$ cat src/rtl/adc_conv_scheduler_if.sv
// Request/response and front-end handshake bundle for the ADC conversion scheduler.
// master: the scheduler itself; slave: requesters and serial front end.
interface adc_conv_scheduler_if #(
  parameter int unsigned NUM_REQ    = 4,
  parameter int unsigned DATA_WIDTH = 12
);
  localparam int unsigned IdW = $clog2(NUM_REQ);

  logic [NUM_REQ-1:0]    REQ;
  logic [NUM_REQ-1:0]    ACK;
  logic [DATA_WIDTH-1:0] SAMPLE;
  logic                  ERR;
  logic [IdW-1:0]        GRANT_ID;
  logic                  BUSY;
  logic                  CONV_START;
  logic                  CONV_DONE;
  logic [DATA_WIDTH-1:0] CONV_DATA;

  modport master (
    input  REQ, CONV_DONE, CONV_DATA,
    output ACK, SAMPLE, ERR, GRANT_ID, BUSY, CONV_START
  );

  modport slave (
    output REQ, CONV_DONE, CONV_DATA,
    input  ACK, SAMPLE, ERR, GRANT_ID, BUSY, CONV_START
  );
endinterface

$ cat src/rtl/adc_conv_scheduler.sv
// Round-robin scheduler sharing one serial-ADC front end between NUM_REQ requesters.
// One conversion per grant, bounded by a timeout, followed by an enforced idle gap.
module adc_conv_scheduler #(
  parameter int unsigned NUM_REQ        = 4,
  parameter int unsigned DATA_WIDTH     = 12,
  parameter int unsigned TIMEOUT_CYCLES = 256,
  parameter int unsigned MIN_GAP        = 4
) (
  input logic                  Clk,
  input logic                  Rst,
  adc_conv_scheduler_if.master bus
);
  localparam int unsigned IdW  = $clog2(NUM_REQ);
  localparam int unsigned ToW  = $clog2(TIMEOUT_CYCLES + 1);
  localparam int unsigned GapW = $clog2(MIN_GAP + 1);

  localparam logic [2:0] StIdle  = 3'd0;
  localparam logic [2:0] StStart = 3'd1;
  localparam logic [2:0] StWait  = 3'd2;
  localparam logic [2:0] StResp  = 3'd3;
  localparam logic [2:0] StGap   = 3'd4;

  logic [2:0]            state_q, state_d;
  logic [IdW-1:0]        grant_q, grant_d;
  logic [IdW-1:0]        last_q, last_d;
  logic [ToW-1:0]        to_cnt_q, to_cnt_d;
  logic [GapW-1:0]       gap_cnt_q, gap_cnt_d;
  logic [DATA_WIDTH-1:0] sample_q, sample_d;
  logic                  err_q, err_d;

  logic                  pick_valid;
  logic [IdW-1:0]        pick_id;
  logic [IdW-1:0]        idx;

  // Search starts one past the last served requester and wraps, so the first hit wins.
  always_comb begin
    pick_valid = 1'b0;
    pick_id    = '0;
    idx        = '0;
    for (int unsigned i = 1; i <= NUM_REQ; i++) begin
      idx = IdW'((32'(last_q) + i) % NUM_REQ);
      if (!pick_valid && bus.REQ[idx]) begin
        pick_valid = 1'b1;
        pick_id    = idx;
      end
    end
  end

  always_comb begin
    state_d   = state_q;
    grant_d   = grant_q;
    last_d    = last_q;
    to_cnt_d  = to_cnt_q;
    gap_cnt_d = gap_cnt_q;
    sample_d  = sample_q;
    err_d     = err_q;
    case (state_q)
      StIdle: begin
        if (pick_valid) begin
          grant_d = pick_id;
          state_d = StStart;
        end
      end
      StStart: begin
        to_cnt_d = ToW'(TIMEOUT_CYCLES);
        state_d  = StWait;
      end
      StWait: begin
        // A completion on the expiry cycle still delivers real data.
        if (bus.CONV_DONE) begin
          sample_d = bus.CONV_DATA;
          err_d    = 1'b0;
          state_d  = StResp;
        end else if (to_cnt_q == ToW'(1)) begin
          sample_d = '0;
          err_d    = 1'b1;
          state_d  = StResp;
        end else begin
          to_cnt_d = to_cnt_q - ToW'(1);
        end
      end
      StResp: begin
        last_d    = grant_q;
        gap_cnt_d = GapW'(MIN_GAP);
        state_d   = StGap;
      end
      StGap: begin
        if (gap_cnt_q == GapW'(1)) begin
          state_d = StIdle;
        end else begin
          gap_cnt_d = gap_cnt_q - GapW'(1);
        end
      end
      default: state_d = StIdle;
    endcase
  end

  always_ff @(posedge Clk or posedge Rst) begin
    if (Rst) begin
      state_q   <= StIdle;
      grant_q   <= '0;
      last_q    <= IdW'(NUM_REQ - 1);
      to_cnt_q  <= '0;
      gap_cnt_q <= '0;
      sample_q  <= '0;
      err_q     <= 1'b0;
    end else begin
      state_q   <= state_d;
      grant_q   <= grant_d;
      last_q    <= last_d;
      to_cnt_q  <= to_cnt_d;
      gap_cnt_q <= gap_cnt_d;
      sample_q  <= sample_d;
      err_q     <= err_d;
    end
  end

  always_comb begin
    bus.ACK = '0;
    if (state_q == StResp) begin
      bus.ACK[grant_q] = 1'b1;
    end
  end

  assign bus.SAMPLE     = sample_q;
  assign bus.ERR        = err_q;
  assign bus.GRANT_ID   = grant_q;
  assign bus.BUSY       = (state_q != StIdle);
  assign bus.CONV_START = (state_q == StStart);

endmodule
$ cat src/flat_wrapper.sv
// flat-port wrapper written by rule: the top's interface ports become plain ports
module adc_conv_scheduler_flat 
#(
  parameter int unsigned NUM_REQ        = 4,
  parameter int unsigned DATA_WIDTH     = 12,
  parameter int unsigned TIMEOUT_CYCLES = 256,
  parameter int unsigned MIN_GAP        = 4
)
  (Clk, Rst, bus_REQ, bus_CONV_DONE, bus_CONV_DATA, bus_ACK, bus_SAMPLE, bus_ERR, bus_GRANT_ID, bus_BUSY, bus_CONV_START);
  adc_conv_scheduler_if #(.NUM_REQ(NUM_REQ), .DATA_WIDTH(DATA_WIDTH)) bus_i ();
  input logic Clk;
  input logic Rst;
  input wire logic [$bits(bus_i.REQ)-1:0] bus_REQ;
  input wire logic [$bits(bus_i.CONV_DONE)-1:0] bus_CONV_DONE;
  input wire logic [$bits(bus_i.CONV_DATA)-1:0] bus_CONV_DATA;
  output wire logic [$bits(bus_i.ACK)-1:0] bus_ACK;
  output wire logic [$bits(bus_i.SAMPLE)-1:0] bus_SAMPLE;
  output wire logic [$bits(bus_i.ERR)-1:0] bus_ERR;
  output wire logic [$bits(bus_i.GRANT_ID)-1:0] bus_GRANT_ID;
  output wire logic [$bits(bus_i.BUSY)-1:0] bus_BUSY;
  output wire logic [$bits(bus_i.CONV_START)-1:0] bus_CONV_START;
  assign bus_i.REQ = bus_REQ;
  assign bus_i.CONV_DONE = bus_CONV_DONE;
  assign bus_i.CONV_DATA = bus_CONV_DATA;
  assign bus_ACK = bus_i.ACK;
  assign bus_SAMPLE = bus_i.SAMPLE;
  assign bus_ERR = bus_i.ERR;
  assign bus_GRANT_ID = bus_i.GRANT_ID;
  assign bus_BUSY = bus_i.BUSY;
  assign bus_CONV_START = bus_i.CONV_START;
  adc_conv_scheduler #(.NUM_REQ(NUM_REQ), .DATA_WIDTH(DATA_WIDTH), .TIMEOUT_CYCLES(TIMEOUT_CYCLES), .MIN_GAP(MIN_GAP)) u_core (.Clk(Clk), .Rst(Rst), .bus(bus_i));
endmodule
$ cat config.mk
export PLATFORM = sky130hd
export DESIGN_NAME = adc_conv_scheduler_flat
export DESIGN_NICKNAME = d
export VERILOG_FILES = /design/src/rtl/adc_conv_scheduler_if.sv /design/src/rtl/adc_conv_scheduler.sv /design/src/flat_wrapper.sv
export SDC_FILE = /design/constraint.sdc
export NUM_CORES = 1
export LEC_CHECK = 0
export ABC_AREA = 1
export CORE_ASPECT_RATIO = 0.75
export CORE_MARGIN = 2
export CORE_UTILIZATION = 45
export DETAILED_ROUTE_END_ITERATION = 10
export MAX_ROUTING_LAYER = met4
export PLACE_DENSITY = 0.8
export REMOVE_ABC_BUFFERS = 1
export SLEW_MARGIN = 20
export SYNTH_ARGS = -nofsm -noshare
export SYNTH_HDL_FRONTEND = slang
export SYNTH_SLANG_ARGS = --single-unit
$ cat constraint.sdc
create_clock -name Clk -period 2 [get_ports Clk]
set_clock_uncertainty 0.05 [all_clocks]
set_input_delay 0.2 -clock Clk [delete_from_list [all_inputs] [get_ports Clk]]
set_output_delay 0.2 -clock Clk [all_outputs]
set_load 0.05 [all_outputs]
==> impl_metrics.ini <==
[sta]
fin_hold_ws_ns = 0.245
rsz0062_at_grt = false
slew_viol_final = 0
fin_setup_tns_ns = 0
worstMarginPinSlew_ns = 0.509
fin_crit_ns = 1.81
fin_crit_sh_pct = 90.7
setup_viol = 0
max_slew_margin_pct = 66.0
setup_slack_ns = 0.185
fmax_ghz = 0.551
hold_viol = 0

[global_route]
grt_pass1_wl_um = 6360
met2_usage_pct = 28.9
use_met3_pct = 6.19
grt_overflow = 0
grt_max_degree = 33
globalRoute.busiestLayer = met2
antenna_found_initial = 0
grt_pass1_vias = 1487
use_met1_pct = 22.4
grt.total_usage_pct = 18.1

[setup_path]
arrival_ns = 1.56
cp_cell_sequence = clkdlybuf4s50_1
r2r_end = u_core.bus.GRANT_ID[0]
crit_fanout = 6
critPathBufInv = 1
required_ns = 1.75
critPathCaptureType = output pin
r2r_start = u_core.last_q[0]
slowest_delay_ns = 0.84
cpLargestDelayFamily = buffers and inverters
critPathSlowestCell = clkdlybuf4s50_1
crit_type = register to output pin
r2r_cells = 11
cp-start-kind = register
r2r_setup_slack_ns = 0.37

[cells_and_area]
nets = 294
final_util_pct = 60.5
drive_above_1_share_pct = 18.0
stdcell_area_mm2 = 0.00244
syn2layout_area_growth_pct = 30.1
n_antenna_cell = 0
fill_cells = 341
final_cells = 327

[outcome]
status = finished clean

[placement]
dpl.hpwl_um = 2790
placed_area_mm2 = 0.00233
gp_congestion = 0.890
dp.cells = 319
pre_cts_ws_ns = 0.391
io_buffers = 39

[routing]
wl_per_cell_um = 11.4
dr.first_iter.drc_count = 86
wl_um = 3720
dr_total_vias = 1576
dr.pass1.iters = 4
drc_errors = 0
final_antenna_net_count = 0
vias_per_cell = 4.82

[clocking]
cts_resized = 0
cts.sinks = 32
root_buffer = clkbuf_8
cts_tree = yes
clkTransAtPathRegs_ns = 0.06
cts_hold_buf = 0
cts_setup_buffers = 0
cts_made_buffers = 5
clk_latency_ns = 0.28
htree_levels = 2
clockBufferDepth = 2

[logic_synthesis]
synth-async-reset-ratio_pct = 100
synth_area_mm2 = 0.00187
ys_seq_elements = 32
synthTopCellsByArea = dfrtp_1, nand2_1, a22o_1
yosys.area.top_type = dfrtp_1
syn-instance-count = 228
yosysMostFrequentCell = nand2_1
synth_edf_count = 0
synth_common_cells = nand2_1, dfrtp_1, inv_1
ys_seq_area_share_pct = 42.9
synth_top_area_share_pct = 40.1
synth_cell_types = 32
ys.flop_type = dfrtp_1
syn_area_per_cell_um2 = 8.21
ys_warn_count = 0

[floorplan]
core_area_mm2 = 0.00403
ios = 40
die_height_um = 59.9
die_area_mm2 = 0.00470
start_util_pct = 46.5
die_w_um = 78.5
rows = 20

[power]
p_per_area_mw_per_mm2 = 1800
p_switching_mw = 2.22
peakVddDrop_uv = 931
total_power_mw = 4.39
p_int_mw = 2.17
pwr-share-clk_pct = 11.5
p_seq_share_pct = 27.1
switching_share_pct = 50.6
combPwrFrac_pct = 61.4
p_leak_nw = 1.22

[flow_run]
maxCapViolations = 0

[worst_hold_path]
hp-class = primary input to async pin
[how the worst max path moves through the flow]
stage,startpoint,cells past startpoint,slack [ns],end
after floorplan,u_core.state_q[2],3,-0.08,bus_ACK[0]
after global placement,bus_REQ[3],11,0.41,u_core.bus.GRANT_ID[0]
after detailed placement,u_core.state_q[1],5,0.39,bus_ACK[0]
after CTS,u_core.state_q[1],5,0.07,bus_ACK[0]
after global routing,u_core.bus.GRANT_ID[0],1,0.1,bus_GRANT_ID[0]
final,u_core.bus.GRANT_ID[0],1,0.19,bus_GRANT_ID[0]
[cell families (layout without fill, tap and decap cells)]
group                      after synthesis  after routing  share of synthesized area, %
AOI/OAI and AO/OA                       29             29                          11.1
xor gates and xnor gates                 7              7                          3.28
adders and majority gates                4              4                          2.67
buffers and inverters                   31             75                          8.02
DFF                                     32             32                          42.9
and+or+nand+nor                        125            125                          32.0
[flip-flops by register name, summed over array words and instances (netlist names)]
signal               count
u_core.bus.SAMPLE       12
u_core.to_cnt_q          9
u_core.gap_cnt_q         3
u_core.state_q           3
u_core.bus.GRANT_ID      2
u_core.last_q            2
u_core.bus.ERR           1
[area by class of cell]
class	count	area [µm²]	area share, %
clock buffer	6	82.6	3.39
clock inverter	2	10.0	0.411
inverter	27	109	4.47
multi-input combinational	165	930	38.2
tap	55	68.8	2.82
sequential	32	803	33.0
timing repair buffer	40	433	17.8
[layer usage]
layer / part of all wire [%] / wire length (µm)
met5: 0 / 0
met4: 0.32 / 12
met1: 45 / 1680
met2: 48 / 1790
met3: 6.2 / 232
[power groups by stage]
| stage | Sequential [mW] | Clock [mW] | Combinational [mW] |
|---|---|---|---|
| 2_1_floorplan | 1.63 | 0 | 1.52 |
| 3_3_place_gp | 1.18 | 0 | 2.63 |
| 3_5_place_dp | 1.18 | 0 | 2.70 |
| 4_1_cts | 1.18 | 0.526 | 2.70 |
| 5_1_grt | 1.23 | 0.555 | 2.95 |
| 6_report | 1.19 | 0.506 | 2.70 |
[cells in the final DEF (no fill, tap or decap)]
| cell | instances |
|---|---|
| nand2_2 | 13 |
| o21ai_1 | 5 |
| nand3_2 | 1 |
| nand3b_1 | 1 |
| nor3_1 | 1 |
| a21oi_1 | 1 |
| clkdlybuf4s50_1 | 33 |
| clkinv_2 | 2 |
| nand4_1 | 3 |
| dfstp_2 | 2 |
| xor2_1 | 6 |
| and2_4 | 1 |
| a21oi_4 | 1 |
| inv_4 | 1 |
| o21ai_2 | 1 |
| ha_1 | 4 |
| inv_1 | 20 |
| nor3_4 | 1 |
| buf_4 | 3 |
| nand4_4 | 1 |
| inv_2 | 5 |
| nor3_2 | 2 |
| inv_6 | 1 |
| xnor2_1 | 1 |
| nor2_8 | 1 |
| buf_12 | 4 |
| a22o_1 | 12 |
| a21boi_0 | 1 |
| nand3_1 | 11 |
| nor2_2 | 2 |
| dfrtp_1 | 30 |
| clkbuf_8 | 6 |
| nand2_1 | 68 |
| nor2_1 | 18 |
| o21ai_0 | 8 |
| nor2_4 | 1 |
No activity file was read; power rests on OpenSTA's default activity.
